[src/rtl/partition_ctrl_pkg.sv]
// Shared definitions for the partition sequencer: default widths/latencies
// (also used by the swap unit) and the sequencer state encoding.
package partition_ctrl_pkg;

    localparam int WORD_SIZE_DEF = 16;
    localparam int SWAP_LAT_DEF  = 5;

    typedef enum logic [3:0] {
        ST_IDLE   = 4'd0,
        ST_RD_PIV = 4'd1,
        ST_LD_PIV = 4'd2,
        ST_RD_J   = 4'd3,
        ST_CMP    = 4'd4,
        ST_SWAP   = 4'd5,
        ST_WAIT   = 4'd6,
        ST_FIN    = 4'd7,
        ST_FSWAP  = 4'd8,
        ST_FWAIT  = 4'd9,
        ST_DONE   = 4'd10
    } state_e;

    // States in which the swap unit owns the register-file port.
    function automatic logic swap_owns_port(input state_e s);
        return (s == ST_SWAP) || (s == ST_WAIT) || (s == ST_FSWAP) || (s == ST_FWAIT);
    endfunction

    function automatic logic is_swap_pulse(input state_e s);
        return (s == ST_SWAP) || (s == ST_FSWAP);
    endfunction

endpackage

[src/rtl/partition_ctrl_swap_wait_timer.sv]
// Hold-off timer for an issued swap: loaded on the swap_en cycle, expires on
// the last of LAT following cycles.
module partition_ctrl_swap_wait_timer #(
    parameter int LAT   = 5,
    parameter int CNT_W = 3
) (
    input  logic clk,
    input  logic rst,
    input  logic load,
    output logic expire
);

    logic [CNT_W-1:0] cnt_q;
    logic [CNT_W-1:0] cnt_d;

    always_comb begin
        cnt_d = cnt_q;
        if (load) begin
            cnt_d = CNT_W'(LAT);
        end else if (cnt_q != '0) begin
            cnt_d = cnt_q - CNT_W'(1);
        end
    end

    always_ff @(posedge clk) begin
        if (rst) begin
            cnt_q <= '0;
        end else begin
            cnt_q <= cnt_d;
        end
    end

    assign expire = (cnt_q == CNT_W'(1));

endmodule

[src/rtl/partition_ctrl.sv]
// Lomuto partition sequencer: reads pivot A[hi], scans j=lo..hi-1, issues swap
// requests to the swap unit and reports the final pivot index.
module partition_ctrl
    import partition_ctrl_pkg::*;
#(
    parameter int WORD_SIZE = WORD_SIZE_DEF,
    parameter int SWAP_LAT  = SWAP_LAT_DEF
) (
    input  logic                 clk,
    input  logic                 rst,
    input  logic                 start,
    input  logic [WORD_SIZE-1:0] lo,
    input  logic [WORD_SIZE-1:0] hi,
    output logic [WORD_SIZE-1:0] reg_addr,
    output logic                 reg_READ_EN,
    input  logic [WORD_SIZE-1:0] reg_out,
    output logic                 swap_en,
    output logic [WORD_SIZE-1:0] addr1,
    output logic [WORD_SIZE-1:0] addr2,
    output logic                 swap_active,
    output logic                 busy,
    output logic                 done,
    output logic [WORD_SIZE-1:0] pivot_idx,
    output logic                 bad_range,
    output logic [WORD_SIZE-1:0] swap_count
);

    localparam int TMR_W = (SWAP_LAT < 1) ? 1 : $clog2(SWAP_LAT + 1);

    state_e state_q, state_d;

    logic [WORD_SIZE-1:0] lo_q, lo_d;
    logic [WORD_SIZE-1:0] hi_q, hi_d;
    logic [WORD_SIZE-1:0] i_q, i_d;
    logic [WORD_SIZE-1:0] j_q, j_d;
    logic [WORD_SIZE-1:0] piv_q, piv_d;
    logic [WORD_SIZE-1:0] addr1_q, addr1_d;
    logic [WORD_SIZE-1:0] addr2_q, addr2_d;
    logic [WORD_SIZE-1:0] pidx_q, pidx_d;
    logic [WORD_SIZE-1:0] cnt_q, cnt_d;
    logic                 busy_q, busy_d;
    logic                 done_q, done_d;
    logic                 bad_q, bad_d;

    logic                 tmr_load;
    logic                 tmr_expire;
    logic [WORD_SIZE-1:0] i_inc;
    logic [WORD_SIZE-1:0] j_inc;
    logic                 j_last;
    logic                 less;

    assign i_inc  = i_q + WORD_SIZE'(1);
    assign j_inc  = j_q + WORD_SIZE'(1);
    assign j_last = (j_inc == hi_q);
    assign less   = (reg_out < piv_q);

    assign tmr_load = is_swap_pulse(state_q);

    partition_ctrl_swap_wait_timer #(
        .LAT   (SWAP_LAT),
        .CNT_W (TMR_W)
    ) u_wait_timer (
        .clk    (clk),
        .rst    (rst),
        .load   (tmr_load),
        .expire (tmr_expire)
    );

    always_comb begin
        state_d     = state_q;
        lo_d        = lo_q;
        hi_d        = hi_q;
        i_d         = i_q;
        j_d         = j_q;
        piv_d       = piv_q;
        addr1_d     = addr1_q;
        addr2_d     = addr2_q;
        pidx_d      = pidx_q;
        cnt_d       = cnt_q;
        busy_d      = busy_q;
        done_d      = 1'b0;
        bad_d       = bad_q;
        reg_addr    = '0;
        reg_READ_EN = 1'b0;

        case (state_q)
            ST_IDLE: begin
                if (start) begin
                    lo_d    = lo;
                    hi_d    = hi;
                    i_d     = lo;
                    j_d     = lo;
                    cnt_d   = '0;
                    bad_d   = 1'b0;
                    busy_d  = 1'b1;
                    // Empty or single-element range: nothing to read, pivot stays at lo.
                    state_d = (lo >= hi) ? ST_DONE : ST_RD_PIV;
                end
            end
            ST_RD_PIV: begin
                reg_addr    = hi_q;
                reg_READ_EN = 1'b1;
                state_d     = ST_LD_PIV;
            end
            ST_LD_PIV: begin
                piv_d   = reg_out;
                state_d = ST_RD_J;
            end
            ST_RD_J: begin
                reg_addr    = j_q;
                reg_READ_EN = 1'b1;
                state_d     = ST_CMP;
            end
            ST_CMP: begin
                if (less && (i_q != j_q)) begin
                    addr1_d = i_q;
                    addr2_d = j_q;
                    state_d = ST_SWAP;
                end else begin
                    if (less) begin
                        i_d = i_inc;
                    end
                    j_d     = j_inc;
                    state_d = j_last ? ST_FIN : ST_RD_J;
                end
            end
            ST_SWAP: begin
                cnt_d   = cnt_q + WORD_SIZE'(1);
                state_d = ST_WAIT;
            end
            ST_WAIT: begin
                // i/j advance only once the swap unit has released the port.
                if (tmr_expire) begin
                    i_d     = i_inc;
                    j_d     = j_inc;
                    state_d = j_last ? ST_FIN : ST_RD_J;
                end
            end
            ST_FIN: begin
                if (i_q != hi_q) begin
                    addr1_d = i_q;
                    addr2_d = hi_q;
                    state_d = ST_FSWAP;
                end else begin
                    state_d = ST_DONE;
                end
            end
            ST_FSWAP: begin
                cnt_d   = cnt_q + WORD_SIZE'(1);
                state_d = ST_FWAIT;
            end
            ST_FWAIT: begin
                if (tmr_expire) begin
                    state_d = ST_DONE;
                end
            end
            ST_DONE: begin
                pidx_d  = i_q;
                done_d  = 1'b1;
                busy_d  = 1'b0;
                bad_d   = (lo_q > hi_q);
                state_d = ST_IDLE;
            end
            default: begin
                state_d = ST_IDLE;
            end
        endcase
    end

    always_ff @(posedge clk) begin
        if (rst) begin
            state_q <= ST_IDLE;
            lo_q    <= '0;
            hi_q    <= '0;
            i_q     <= '0;
            j_q     <= '0;
            piv_q   <= '0;
            addr1_q <= '0;
            addr2_q <= '0;
            pidx_q  <= '0;
            cnt_q   <= '0;
            busy_q  <= 1'b0;
            done_q  <= 1'b0;
            bad_q   <= 1'b0;
        end else begin
            state_q <= state_d;
            lo_q    <= lo_d;
            hi_q    <= hi_d;
            i_q     <= i_d;
            j_q     <= j_d;
            piv_q   <= piv_d;
            addr1_q <= addr1_d;
            addr2_q <= addr2_d;
            pidx_q  <= pidx_d;
            cnt_q   <= cnt_d;
            busy_q  <= busy_d;
            done_q  <= done_d;
            bad_q   <= bad_d;
        end
    end

    // Swap handshake decoded straight from state so a reset drops it on the next edge.
    assign swap_en     = is_swap_pulse(state_q);
    assign swap_active = swap_owns_port(state_q);
    assign addr1       = addr1_q;
    assign addr2       = addr2_q;
    assign busy        = busy_q;
    assign done        = done_q;
    assign pivot_idx   = pidx_q;
    assign bad_range   = bad_q;
    assign swap_count  = cnt_q;

endmodule

[config.mk]
export PLATFORM = sky130hd
export DESIGN_NAME = partition_ctrl
export DESIGN_NICKNAME = d
export VERILOG_FILES = /design/src/rtl/partition_ctrl_pkg.sv /design/src/rtl/partition_ctrl_swap_wait_timer.sv /design/src/rtl/partition_ctrl.sv
export SDC_FILE = /design/constraint.sdc
export NUM_CORES = 1
export LEC_CHECK = 0
export CAP_MARGIN = 15
export CORE_UTILIZATION = 55
export CTS_CLUSTER_SIZE = 14
export DETAILED_ROUTE_END_ITERATION = 16
export PLACE_DENSITY_LB_ADDON = 0.08
export SLEW_MARGIN = 25
export SYNTH_ARGS = -nofsm -noshare
export SYNTH_HDL_FRONTEND = slang
export SYNTH_SLANG_ARGS = --single-unit
export TNS_END_PERCENT = 20
[constraint.sdc]
create_clock -name clk -period 2.95 [get_ports clk]
set_input_delay 0.4425 -clock clk [delete_from_list [all_inputs] [get_ports clk]]
set_output_delay 0.4425 -clock clk [all_outputs]
set_load 0.01 [all_outputs]
== Yosys cells after proc, flatten, opt, wreduce, memory -nomap -nowiden ==
Cells that the tools add are included.

* Bits in registers: 154
* Input bits: 51
* Output and inout bits: 86
* Logic and storage cells: 98

* Add/sub/neg operators: 4
* $lt $le $gt $ge: 3
* Equality and inequality tests: 21
* Muxes and demuxes: 33
* Reductions and logical operators: 22

{| class="wikitable"
|+ Operator list
! operator !! number
|-
| $mux 16 || 11
|-
| $pmux 16 s2 || 4
|-
| $pmux 16 s3 || 2
|-
| $add 16x1->16 const B || 3
|-
| $pmux 4 s10 || 1
|-
| $ne 16x16->1 || 2
|-
| $eq 16x16->1 || 1
|-
| $eq 4x3->1 const B || 4
|-
| $ge 16x16->1 || 1
|-
| $gt 16x16->1 || 1
|-
| $lt 16x16->1 || 1
|-
| $mux 4 || 4
|-
| $ne 2x2->1 const B || 7
|-
| $eq 4x4->1 const B || 3
|-
| $mux 3 || 4
|-
| $eq 4x2->1 const B || 2
|-
| $reduce_bool 2->1 || 4
|-
| $reduce_and 2->1 || 3
|-
| $reduce_and 3->1 || 2
|-
| $reduce_bool 3->1 || 2
|-
| $reduce_or 2->1 || 3
|-
| $reduce_and 5->1 || 1
|-
| $eq 4x1->1 const B || 1
|-
| $logic_not 4->1 || 1
|-
| 8 further kinds || 15
|}

== Depth between registers and ports, before layout ==
Gate-level depths: netlist of run 1.

* Depth in word-level cells: 5
* Depth in mapped cells: 11
* Gate-level depth less buffers: 9

== Modules after synthesis ==
From an unflattened synthesis of run 1, not the netlist that was laid out.

* Cells, all modules: 1183
* Area total of the unflattened synthesis: 9048.7 µm²

{| class="wikitable"
|+ By module, submodules not included
! module !! instances !! cells each !! area each (µm²) !! sequential area each (µm²)
|-
| partition_ctrl || 1 || 1164 || 8857.2 || 3022.9
|-
| partition_ctrl_swap_wait_timer || 1 || 19 || 191.4 || 60.1
|}

== Worst setup path after synthesis of run 1 ==
Ideal clock, no wire load.

* Path kind: input -> register
* From: input port reg_out[1]
* To: register addr1_q[10], in the netlist addr1[10]
* Setup time: 0.128 ns
* Arrival: 2.256 ns
* Data required time: 2.822 ns
* Setup slack: 0.567 ns
* Cell stages on the path: 9
* Path buffers: 2
* Path through: ha_1 > a2111o_1 > a311oi_2 > nand3_1 > a211o_1 > buf_6 > buf_6 > mux2i_1 > nor2_1

* Word-level cells in the longest chain between the ends: 4

{| class="wikitable"
|+ RTL lines
! item !! RTL line !! source
|-
| from (decl) || partition_ctrl.sv:16 || <nowiki>input logic [WORD_SIZE-1:0] reg_out,</nowiki>
|-
| $lt 16x16->1 || partition_ctrl.sv:55 || <nowiki>assign less = (reg_out < piv_q);</nowiki>
|-
| $logic_and 1x1->1 || partition_ctrl.sv:115 || <nowiki>if (less && (i_q != j_q)) begin</nowiki>
|-
| $ne 2x2->1 (no line) || - ||
|-
| $reduce_and 3->1 (no line) || - ||
|-
| to (signal assigned) || partition_ctrl.sv:192 || <nowiki>addr1_q <= addr1_d;</nowiki>
|-
| to (decl) || partition_ctrl.sv:37 || <nowiki>logic [WORD_SIZE-1:0] addr1_q, addr1_d;</nowiki>
|}

Every way passes these cells.
A chain may end at the register's enable or synchronous reset.

== Worst setup path in the final report of run 1 ==
* From: register state_q[1]
* To: output port swap_active

* Word-level cells in the longest chain between the ends: 4

{| class="wikitable"
|+ RTL lines
! item !! RTL line !! source
|-
| from (decl) || partition_ctrl.sv:30 || <nowiki>state_e state_q, state_d;</nowiki>
|-
| from (signal assigned) || partition_ctrl.sv:186 || <nowiki>state_q <= state_d;</nowiki>
|-
| $eq 4x3->1 || partition_ctrl_pkg.sv:24 || <nowiki>return (s == ST_SWAP) || (s == ST_WAIT) || (s == ST_FSWAP) || (s == ST_FWAIT);</nowiki>
|-
| $logic_or 1x1->1 (2 in series) || partition_ctrl_pkg.sv:24 ||
|-
| $logic_or 1x1->1 (*) || partition_ctrl_pkg.sv:24 ||
|-
| to (decl) || partition_ctrl.sv:20 || <nowiki>output logic swap_active,</nowiki>
|}

Mark *: on every way between the ends. The rest lies on a longest branch, timed or not.

==> impl_summary.txt, run 1 <==
----------------------------------------------------
[Timing]
  Final setup fails ... 0
  Worst-case headroom to the max-slew limit ... a little under a third
  Pins Over Slew Limit ... 0
  Share of the clock period used by the worst path ... between 90% and 100%
  Slew at the pin with the worst max-slew slack ... 1.03 ns
  Fin Clk Skew ... between 0.007 and 0.008 ns
  Hold Slack ... ~0.30 ns
  Final count of hold timing violations ... 0
  Highest achievable clock rate ... ~0.37 GHz
  RSZ-0062 raised after global routing ... no
  Setup TNS ... 0 ns
  Time the worst path needs with I/O delays and setup ... 2.73 ns

[Floorplan]
  Chip height ... 129 um
  Boundary Pins ... 137
  Placeable Area ... around 16000 um^2
  Die Wd ... around 130 um
  Number of cell rows ... between 40 and 50
  Starting Density ... between 50% and 60%
  Die Area ... around 17000 um^2

[Power]
  Leakage ... 0.00465 uW
  Power density over the cells ... slightly above 700 nW/um^2
  Worst supply voltage drop on vdd ... 426 uV

[Routing]
  Length of the first detailed-routing pass in iterations ... 6
  Routed wire per std cell ... between 15 and 20 um
  Overall via count from detail_route ... between 8000 and 9000
  Via/cell ratio ... ~5.7
  Number of nets with antenna violations after detailed routing ... 0
  Starting DRT DRC Count ... ~900
  Routed Wire Length ... 26300 um
  Total DRC errors in the routed layout ... 0

[Synth]
  Instance count of the mapped netlist ... 1175
  Synthesized flop and latch total ... about 150
  Distinct cell type count of the synthesized netlist ... 55
  Cell Area, Synth ... slightly below 9000 um^2
  Post-synth EDFFs ... 0
  Syn Nets ... about 1300
  Most frequently used flop master after synthesis ... dfxtp_1
  Seq/Total Area, Yosys ... between 30% and 40%
  Post-synth top area share ... 34.5%
  Number of synthesis warnings ... 0
  Cell type with the largest total area after synthesis ... dfxtp_1
  Fraction of registers with async set/reset ... 0%
  Cell types with the largest area share after synthesis ... dfxtp_1 34%, nand2_1 7.9%, ha_1 7.4%, a21oi_1 6.8%, mux2i_1 4.6%
  Mean Syn Cell Area ... between 7 and 8 um^2

[Clock tree]
  CTS sink count ... approximately 150
  CTS H-Tree Depth ... 4
  Clock root buffer ... clkbuf_16
  Count of hold-fix buffers inserted at cts ... 0
  Post-CTS Resized ... 0
  Clock transition at the register clock pins on the worst setup and hold paths after CTS ... roughly 0.070 ns
  Post-CTS repair timing setup buffer count ... 0
  Clock Path Buffers ... 2
  TritonCTS clock tree ... built
  Clock latency at the later pin of the worst-skew pair ... around 0.42 ns
  TritonCTS Buffers ... 17

[GRT]
  Total gr overflow ... 0
  Via count of the first global-routing pass ... around 8100
  Total track usage ... between 30% and 40%
  Largest net degree at the start of global routing ... between 100 and 150
  Antenna violations before repair ... 0
  Global-route wire length before repair ... about 42000 um

[Layout]
  Net count of the finished layout ... approximately 1400
  Area overhead of the layout relative to synthesis ... 26.5%
  Multi-input gate area ... roughly 5300 um^2
  Fillcell total ... between 1000 and 1500
  FF/Latch Area ... between 3000 and 4000 um^2
  Post-Layout Cell Count ... 1527
  Fraction of final layout cells sized beyond drive strength 1 ... around 7.6%
  Number of antenna cells inserted ... 0

[Placed design]
  I/O Buffers ... roughly 140
  Cell total after placement ... roughly 1500
  Routability Congestion ... between 0.9 and 1
  Detailed-placement wirelength estimate ... between 15000 and 20000 um

[Critical path]
  WS Path Type ... register to output port
  Critical R2R Capture ... i_q[1]
  Maximum fanout along the worst path ... 30
  Critical path buffer and inverter count ... 2
  RR Startpoint ... j_q[13]
  Series of cell instances along the critical path ... buf_4, xor2_1, nand2_1, o21ai_0, clkdlybuf4s50_1
  Critical Path End Type ... output port
  Required time reported for the critical path endpoint ... about 2.5 ns
  Critical path startpoint ... state_q[1]
  Cell depth of the worst flop-to-flop path ... 8
  Critical Path Stages ... 5
  Element type at the critical path start ... register
  Data arrival time at the worst-slack endpoint ... around 2.3 ns
  Critical path capture point ... swap_active
  Setup slack of the worst register-to-register path ... around 0.42 ns
  Slowest CP cell ... clkdlybuf4s50_1
  CP delay by family, top ... buffers and inverters
  Largest stage delay, worst path ... 0.57 ns

[Status]
  Outcome ... completed

[Min path]
  Path class of the lowest-slack min-delay path ... primary input to register

[Run]
  Max cap viols ... 0

----------------------------------------------------
[flip-flops by register name (all words and copies together), names as in the netlist]
register            count
addr1                  16
addr2                  16
hi_q                   16
i_q                    16
j_q                    16
lo_q                   16
piv_q                  16
pivot_idx              16
swap_count             16
state_q                 4
u_wait_timer.cnt_q      3
bad_range               1
busy                    1
done                    1
[Yosys cell counts (all sizes together), types with 3 or more instances]
cell and number:
nand2 189, dfxtp 154, a21oi 121, nor2 107
clkbuf 78, inv 64, o21ai 61, ha 53
xor2 44, mux2i 41, nand3 29, xnor2 27
nand2b 19, nand4 16, and3 15, nor3 15
buf 12, a21o 11, nand3b 11, nor4 11
o32ai 11, o31ai 10, a211oi 7, and2 7
a31oi 6, or3 6, nor3b 5, a21boi 4
a22oi 4, a211o 3, nor2b 3
[layout make-up]
type | instances | area share [%]
tap | 216 | 2.39
clock inverter | 13 | 1.38
multi-input combinational | 867 | 46.5
timing repair buffer | 194 | 16.3
sequential | 154 | 27.3
inverter | 64 | 2.12
clock buffer | 19 | 4.01
[worst min-delay path by stage]
stage                          from            to  depth (start not counted)
after floorplan           piv_q[10]     piv_q[10]                          2
after global placement     piv_q[1]      piv_q[1]                          2
after detailed placement  piv_q[11]     piv_q[11]                          2
after CTS                       rst  pivot_idx[1]                          2
after global routing            rst  pivot_idx[1]                          2
final                           rst  pivot_idx[0]                          2
[cell families (layout without fill, tap and decap cells)]
family | after synthesis | after routing | share of synthesized area, %
XOR/XNOR | 71 | 71 | 6.96
flip-flops | 154 | 154 | 34.5
adder cells (fa/ha/maj) | 53 | 53 | 7.42
multiplexers | 42 | 42 | 4.72
buffers and inverters | 154 | 290 | 6.75
AND/OR/NAND/NOR | 440 | 440 | 22.4
AO/OA/AOI/OAI | 261 | 261 | 17.3
[layout by cell type (no fill, tap or decap), types with 3 or more instances in the layout]
cell | netlist | routed
o32ai_1 | 11 | 11
a21oi_1 | 121 | 121
dfxtp_1 | 154 | 154
xor2_1 | 44 | 44
a211oi_1 | 7 | 7
o21ai_0 | 61 | 61
a31oi_1 | 6 | 6
nor2_1 | 106 | 106
nor3_1 | 14 | 13
clkinv_4 | 0 | 3
a22oi_1 | 4 | 4
and3_1 | 15 | 15
and2_1 | 7 | 7
clkdlybuf4s50_1 | 0 | 135
nor2b_1 | 3 | 3
inv_1 | 64 | 64
inv_6 | 0 | 5
nor4_1 | 11 | 11
nand4_1 | 16 | 16
nand2_1 | 189 | 188
mux2i_1 | 41 | 41
a21boi_0 | 4 | 4
o31ai_1 | 10 | 10
clkbuf_16 | 0 | 17
buf_4 | 0 | 55
nand2b_1 | 19 | 19
or3_1 | 6 | 6
buf_12 | 0 | 4
ha_1 | 53 | 53
a21o_1 | 11 | 11
nand3b_1 | 11 | 11
xnor2_1 | 27 | 27
nor3b_1 | 5 | 5
nand3_1 | 29 | 29
[report_power, final]
group	switching, uW	internal (uW)
combinational	1770	1270
sequential	384	2380
clock	954	1320
[metrics by stage]
| step | util, % | instance area, um^2 | total power, uW | setup WS (ns) |
|---|---|---|---|---|
| 2_1_floorplan | - | 8940 | 4720 | 0.567 |
| 3_3_place_gp | 67.4 | 10700 | 5700 | 0.0306 |
| 3_5_place_dp | 67.4 | 10700 | 5760 | -0.0238 |
| 4_1_cts | 71.2 | 11300 | 8030 | 0.201 |
| 5_1_grt | 71.2 | 11300 | 8520 | 0.0556 |
| 6_report | 71.2 | 11300 | 8060 | 0.225 |
[routing by layer]
metal | vias up | track usage, % | wire [um]
met4 | 0 | 15.8 | 1030
met3 | 63 | 4.83 | 1920
met5 | - | 0 | 0
met1 | 4061 | 42.5 | 11600
li1 | 4254 | - | -
met2 | 386 | 51.7 | 11700
No activity file was read; power rests on OpenSTA's default activity.
==> run 2, diff against run 1 <==
--- a/config.mk
+++ b/config.mk
@@ -6,10 +6,12 @@
 export NUM_CORES = 1
 export LEC_CHECK = 0
 export CAP_MARGIN = 15
-export CORE_UTILIZATION = 55
+export CELL_PAD_IN_SITES_DETAIL_PLACEMENT = 0
+export CELL_PAD_IN_SITES_GLOBAL_PLACEMENT = 1
+export CORE_UTILIZATION = 40
 export CTS_CLUSTER_SIZE = 14
 export DETAILED_ROUTE_END_ITERATION = 16
-export PLACE_DENSITY_LB_ADDON = 0.08
+export PLACE_DENSITY = 0.81
 export SLEW_MARGIN = 25
 export SYNTH_ARGS = -nofsm -noshare
 export SYNTH_HDL_FRONTEND = slang
==> impl_summary.txt, run 2 (same netlist as run 1, synthesis figures left out) <==
----------------------------------------------------
[Critical path]
  RR Startpoint ... state_q[3] (was j_q[13])
  Element type at the critical path start ... register (unchanged)
  Required time reported for the critical path endpoint ... 2.51 ns (about the same)
  Setup slack of the worst register-to-register path ... 0.29 ns (was 0.42 ns)
  Critical Path End Type ... output port (unchanged)
  Data arrival time at the worst-slack endpoint ... 2.29 ns (was 2.28 ns)
  WS Path Type ... register to output port (unchanged)
  Maximum fanout along the worst path ... 21 (was 30)
  Cell depth of the worst flop-to-flop path ... 6 (was 8)
  Critical R2R Capture ... i_q[11] (was i_q[1])

[Min path]
  Hold path start ... rst (unchanged)
  Path class of the lowest-slack min-delay path ... primary input to register (unchanged)
  Number of cells traversed by the worst hold path ... 5 (was 2)
  Worst hold endpoint ... state_q[1] (was pivot_idx[0])

[Clock tree]
  TritonCTS Buffers ... 17 (unchanged)
  Count of hold-fix buffers inserted at cts ... 0 (unchanged)
  TritonCTS clock tree ... built (unchanged)
  Clock transition at the register clock pins on the worst setup and hold paths after CTS ... 0.06 ns (was 0.07 ns)
  CTS H-Tree Depth ... 4 (unchanged)
  Clock Path Buffers ... 2 (unchanged)
  Post-CTS Resized ... 0 (unchanged)
  Clock root buffer ... clkbuf_16 (unchanged)
  CTS sink count ... 154 (unchanged)
  Clock latency at the later pin of the worst-skew pair ... 0.43 ns (was 0.42 ns)
  Post-CTS repair timing setup buffer count ... 0 (unchanged)

[Status]
  Outcome ... completed (unchanged)

[Run]
  Max cap viols ... 0 (unchanged)

[Layout]
  Area overhead of the layout relative to synthesis ... 27.4% (was 26.5%)
  Number of antenna cells inserted ... 0 (unchanged)
  Most used cells in the layout excluding fill and tap cells ... 188 x nand2_1, 154 x dfxtp_1, 135 x clkdlybuf4s50_1 (unchanged)
  Net count of the finished layout ... 1413 (was 1402)
  Fillcell total ... 2147 (was 1350)
  Final cell utilization of the core ... 52.0% (was 71.2%)
  Most frequent standard cell in the layout excluding fill and tap cells ... nand2_1 (unchanged)
  Fraction of final layout cells sized beyond drive strength 1 ... 8.17% (was 7.63%)

[Timing]
  Fin Clk Skew ... 0.00789 ns (was 0.00749 ns)
  Hold Slack ... 0.438 ns (was 0.303 ns)
  Slew at the pin with the worst max-slew slack ... 0.815 ns (was 1.03 ns)
  Final setup fails ... 0 (unchanged)
  Worst-case headroom to the max-slew limit ... 45.6% (was 31.4%)
  Share of the clock period used by the worst path ... 92.5% (was 92.4%)
  Time the worst path needs with I/O delays and setup ... 2.73 ns (about the same)
  Pins Over Slew Limit ... 0 (unchanged)
  RSZ-0062 raised after global routing ... no (unchanged)
  Final count of hold timing violations ... 0 (unchanged)
  Highest achievable clock rate ... 0.367 GHz (about the same)

[Routing]
  Overall via count from detail_route ... 8672 (was 8764)
  Total DRC errors in the routed layout ... 0 (unchanged)
  Length of the first detailed-routing pass in iterations ... 5 (was 6)
  Number of nets with antenna violations after detailed routing ... 0 (unchanged)
  Routed wire per std cell ... 18.0 um (was 17.2 um)
  Starting DRT DRC Count ... 534 (was 893)
  Routed Wire Length ... 28800 um (was 26300 um)
  Via/cell ratio ... 5.41 (was 5.74)

[Floorplan]
  Placeable Area ... 21900 um^2 (was 15900 um^2)
  Starting Density ... 40.8% (was 56.3%)
  Number of cell rows ... 54 (was 46)
  Chip height ... 151 um (was 129 um)
  Boundary Pins ... 137 (unchanged)
  Die Wd ... 151 um (was 129 um)
  Die Area ... 22900 um^2 (was 16800 um^2)

[GRT]
  Via count of the first global-routing pass ... 8102 (was 8144)
  Global-route wire length before repair ... 44900 um (was 41600 um)
  Largest net degree at the start of global routing ... 103 (was 102)
  Total gr overflow ... 0 (unchanged)
  Total track usage ... 25.8% (was 32.2%)
  Antenna violations before repair ... 0 (unchanged)

[Power]
  Worst supply voltage drop on vdd ... 266 uV (was 426 uV)
  Leakage ... 0.00466 uW (was 0.00465 uW)
  Power density over the cells ... 695 nW/um^2 (was 713 nW/um^2)

[Placed design]
  Routability Congestion ... 0.892 (was 0.931)
  Detailed-placement wirelength estimate ... 21200 um (was 19200 um)
  I/O Buffers ... 136 (unchanged)

----------------------------------------------------
## run 2: cell types whose count changed in the layout (fill, tap and decap cells not counted), sizes merged
cell      delta
clkbuf       +2
clkinvlp     +2
inv          -5
clkinv       +2
bufinv       -1
buf         +11
## run 2: area by class of cell
cell class / instances / area [um^2] / area share (%)
tap: 280 / 350 / 3.08
inverter: 64 / 240 / 2.11
multi-input combinational: 867 / 5260 / 46.2
timing repair buffer: 205 / 1910 / 16.7
clock buffer: 21 / 450 / 3.96
clock inverter: 11 / 97.6 / 0.857
sequential: 154 / 3080 / 27.1
## run 2: worst max path at each step
stage,startpoint,to,slack (ns),cells past startpoint
2_1_floorplan,reg_out[1],addr1[10],0.57,9
3_3_place_gp,reg_out[14],i_q[4],-0.09,12
3_5_place_dp,reg_out[13],addr2[3],-0.15,11
4_1_cts,state_q[1],reg_addr[8],0.24,4
5_1_grt,state_q[1],reg_addr[8],0.10,4
6_report,state_q[1],reg_addr[8],0.22,4
## run 2: critical path, stage by stage, from the launching register on
cell and delay [ns]:
dfxtp_1 0.52, buf_4 0.42, mux2i_1 0.33, nor2_1 0.08, clkdlybuf4s50_1 0.48
## run 2: stage by stage
| step | setup WS, ns | instance area (um^2) | power (uW) | instances | TNS, ns |
|---|---|---|---|---|---|
| finish | 0.222 | 11400 | 7920 | 1602 | 0 |
| global route | 0.103 | 11400 | 8390 | 1602 | 0 |
| CTS | 0.239 | 11400 | 7920 | 1602 | 0 |
| detailed placement | -0.152 | 10800 | 5830 | 1570 | -5.38 |
| global placement | -0.0898 | 10800 | 5800 | 1570 | -1.98 |
| floorplan | 0.567 | 8940 | 4720 | 1175 | 0 |
## run 2: layer usage
| layer | up-vias | wire [um] | GRT usage (%) |
|---|---|---|---|
| li1 | 4268 | - | - |
| met5 | - | 0 | 0 |
| met4 | 0 | 736 | 8.75 |
| met1 | 4094 | 13000 | 33.9 |
| met3 | 42 | 1610 | 4.85 |
| met2 | 268 | 13500 | 42.2 |
## run 2: power by group
part	internal [uW]	total (uW)	switching, uW
combinational	1290	3030	1740
sequential	2380	2800	426
clock	1180	2080	905
==> variant 1 (config.mk and constraints of run 1) <==
Change the package constant `WORD_SIZE_DEF` from 16 to 32.
--- a/src/rtl/partition_ctrl_pkg.sv
+++ b/src/rtl/partition_ctrl_pkg.sv
@@ -2,7 +2,7 @@
 // (also used by the swap unit) and the sequencer state encoding.
 package partition_ctrl_pkg;
 
-    localparam int WORD_SIZE_DEF = 16;
+    localparam int WORD_SIZE_DEF = 32;
     localparam int SWAP_LAT_DEF  = 5;
 
     typedef enum logic [3:0] {
Ports: changed (8 resized); port bits go from 137 to 265. The function was not compared with the original's and may differ.
==> variant 1 against run 1 <==
  * Routed wire length grew 130%
  * Critical path type is now flip-flop to flip-flop
  * Maximum frequency shrank 4.1%
  * Synthesized cell count grew 96%
  * Worst setup slack lost 120 ps
  * Sequential cell count grew 144
  * Area after synthesis grew 100%
  * Die area grew 99%
  * Design area grew 100%
  * Sequential power grew 89%
  * Total power grew 97%
==> variant 1: results (changes against run 1) <==
worst_setup_path:
  slowest_stage: "nor4_2"
  r2r.worst_path.cells: 10  # +2
  timing.critical_path.max_delay_family: "simple AND/OR/NAND/NOR gates"
  critical-path-max-stage-delay_ps: 370  # -200 ps
synth:
  ys_top_cells_by_count: "nand2_1, dfxtp_1, a21oi_1"
  yosys.area_share.xor_xnor_pct: 6.59  # -0.36 points
  synth_area_per_cell_sq_um: 7.79  # +2.3%
  netlist_top_cells_area: "dfxtp_1, a21oi_1, nand2_1"
place:
  io_buffer_count: 264  # +94%
  preCtsSetupSlack_ps: -290  # -266 ps
  placedCellCount: 3001  # +100%
cells_and_area:
  post_route_cells_drive_above_1_share_pct: 12.6  # +4.9 points
  finalNetCount: 2803  # +100%
  area_growth_syn_to_layout_pct: 28.2
  cell_count_final_fillers_out: 3062  # +100%
min_path:
  hold_end: "piv_q[1]$_SDFFE_PP0P_"
  hold_path.startpoint: "piv_q[1]$_SDFFE_PP0P_"
  hp-class: "flip-flop to flip-flop"
detailed_routing:
  starting_drt_drc_count: 1842  # +110%
  dr_total_vias: 18098  # +110%
power:
  power.internal_mw: 9.81  # +98%
  power.combinational.fraction_pct: 39.4  # +1.8 points
  ir_drop_mv: 0.530  # +24%
outcome:
  run_status: "completed"
timing:
  worst_slew_pin_slew_ps: 807  # -222 ps
[variant 1: repair_timing]
item,in CTS,in global routing
pin swaps,0,2
endpoints found under the setup margin,26,38
cloned,0,0
resized for setup,2,12
[variant 1: per-layer routing]
layer  GRT usage, %  vias up  share of wire (%)  wire length (um)
li1               -     8549                  -                 -
met1           49.2     8427                 42             25700
met2           55.5      960                 44             26600
met3           6.82      162                 10              6330
met4           13.1        0                3.7              2230
met5              0        -                  0                 0
[variant 1: final cells by class]
cell class,instances,share of cell area [%]
flip-flops and latches,298,26.0
clock inverters,14,0.790
repair buffers,454,18.3
multi-input cells,1670,45.9
clock buffers,47,4.23
well taps,435,2.37
inverters,144,2.35
[variant 1: per-stage QoR]
step / total power, mW / hold WS (ps)
CTS: 15.7 / 454
detailed placement: 11.3 / 446
finish: 15.9 / 451
floorplan: 9.11 / 436
global route: 16.6 / 465
global placement: 11.2 / 442
==> variant 2 (flow settings as in run 1) <==
Made on the original files. Encoding of `state_e`: now one-hot (11 bits for 11 states).
--- a/src/rtl/partition_ctrl_pkg.sv
+++ b/src/rtl/partition_ctrl_pkg.sv
@@ -5,18 +5,18 @@
     localparam int WORD_SIZE_DEF = 16;
     localparam int SWAP_LAT_DEF  = 5;
 
-    typedef enum logic [3:0] {
-        ST_IDLE   = 4'd0,
-        ST_RD_PIV = 4'd1,
-        ST_LD_PIV = 4'd2,
-        ST_RD_J   = 4'd3,
-        ST_CMP    = 4'd4,
-        ST_SWAP   = 4'd5,
-        ST_WAIT   = 4'd6,
-        ST_FIN    = 4'd7,
-        ST_FSWAP  = 4'd8,
-        ST_FWAIT  = 4'd9,
-        ST_DONE   = 4'd10
+    typedef enum logic [10:0] {
+        ST_IDLE   = 11'b00000000001,
+        ST_RD_PIV = 11'b00000000010,
+        ST_LD_PIV = 11'b00000000100,
+        ST_RD_J   = 11'b00000001000,
+        ST_CMP    = 11'b00000010000,
+        ST_SWAP   = 11'b00000100000,
+        ST_WAIT   = 11'b00001000000,
+        ST_FIN    = 11'b00010000000,
+        ST_FSWAP  = 11'b00100000000,
+        ST_FWAIT  = 11'b01000000000,
+        ST_DONE   = 11'b10000000000
     } state_e;
 
     // States in which the swap unit owns the register-file port.
Formal check against the unedited RTL: no difference found for any inputs over 4 cycles, from zero or initial values and one cycle with rst high; so few cycles prove little.
==> variant 2 against run 1 <==
  * Sequential cell count increased by 7
  * Die area increased by 4.1%
  * Clock power decreased by 7%
  * Maximum frequency decreased by 4.0%
  * Utilization increased by 0.68 points
  * Register-to-register slack got worse by 300 ps
  * Via count increased by 9.7%
  * Clock skew increased by 1.8 ps
  * Design area increased by 5.4%
  * Area after synthesis increased by 4.2%
  * Total power decreased by 21%
  * Worst setup slack got worse by 110 ps
  * Routed wire length increased by 15%
  * Combinational power decreased by 45%
  * Critical path type unchanged
  * Critical endpoint is now reg_addr[9]
==> variant 2: results (changes against run 1) <==
cells_and_area:
  post_route_cells_drive_above_1_share_pct: 11.5  # +3.8 points
  final_clock_cell_share_pct: 4.58  # -0.81 points
  nonClkBufAreaFrac_pct: 17.5  # +1.2 points
worst_setup_path:
  arrival_ps: 2400  # +120 ps
  timing.critical_path.max_delay_family: "simple AND/OR/NAND/NOR gates"
  critical-path-max-stage-delay_ps: 340  # -230 ps
outcome:
  run_status: "completed"
global_routing:
  gr_met3_demand_resource_pct: 6.92  # +2.1 points
  antenna_violations_before_repair: 1  # +1
  grt.total_usage_pct: 35.3  # +3.1 points
place:
  dp_hpwl_um: 22400  # +17%
  routabilityCongestion: 1.06  # +13%
synth:
  synth.distinct_cells: 65  # +18%
  synthesis.nets: 1331  # +4.1%
  synthesis.instances: 1227  # +4.4%
detailed_routing:
  dr_wl_met2_um: 13300  # +13%
  starting_drt_drc_count: 985  # +10%
  dr_total_vias: 9615  # +9.7%
  wl_met1_um: 12900  # +11%
  dr_wl_met3_um: 2880  # +50%
timing:
  timing.clock.skew_ps: 9.27  # +1.78 ps
  max_slew_margin_pct: 32.1  # +0.70 points
power:
  cellLeakagePower_nw: 4.54  # -2.2%
  power.combinational.fraction_pct: 26.5  # -11 points
  ir_drop_mv: 0.459  # +7.8%
  power.internal_mw: 4.16  # -16%
floorplan:
  die_x_um: 132  # +2.1%
variant 2: worst paths after layout:
kind,start,to,slack (ps),cells past startpoint
setup / recovery,state_q[5]$_SDFFE_PP0P_,reg_addr[9],110,10
hold / removal,rst,state_q[2]$_SDFFE_PP0P_,410,3
setup reg to reg,j_q[1]$_SDFFE_PP0P_,state_q[7]$_SDFFE_PP0P_,120,10
hold reg to reg,pivot_idx[12]$_SDFFE_PP0P_,pivot_idx[12]$_SDFFE_PP0P_,450,2
variant 2: logic make-up (layout without fill, tap and decap cells):
family                   count (synthesis)  in the layout  synth area share, %
other                                    0              1                    0
XOR/XNOR                                73             73                 6.86
buffers and inverters                  153            323                 6.27
flip-flops                             161            161                 34.6
AO/OA/AOI/OAI                          289            289                 18.8
AND/OR/NAND/NOR                        479            479                 24.3
adder cells (fa/ha/maj)                 53             53                 7.12
multiplexers                            19             19                 2.06
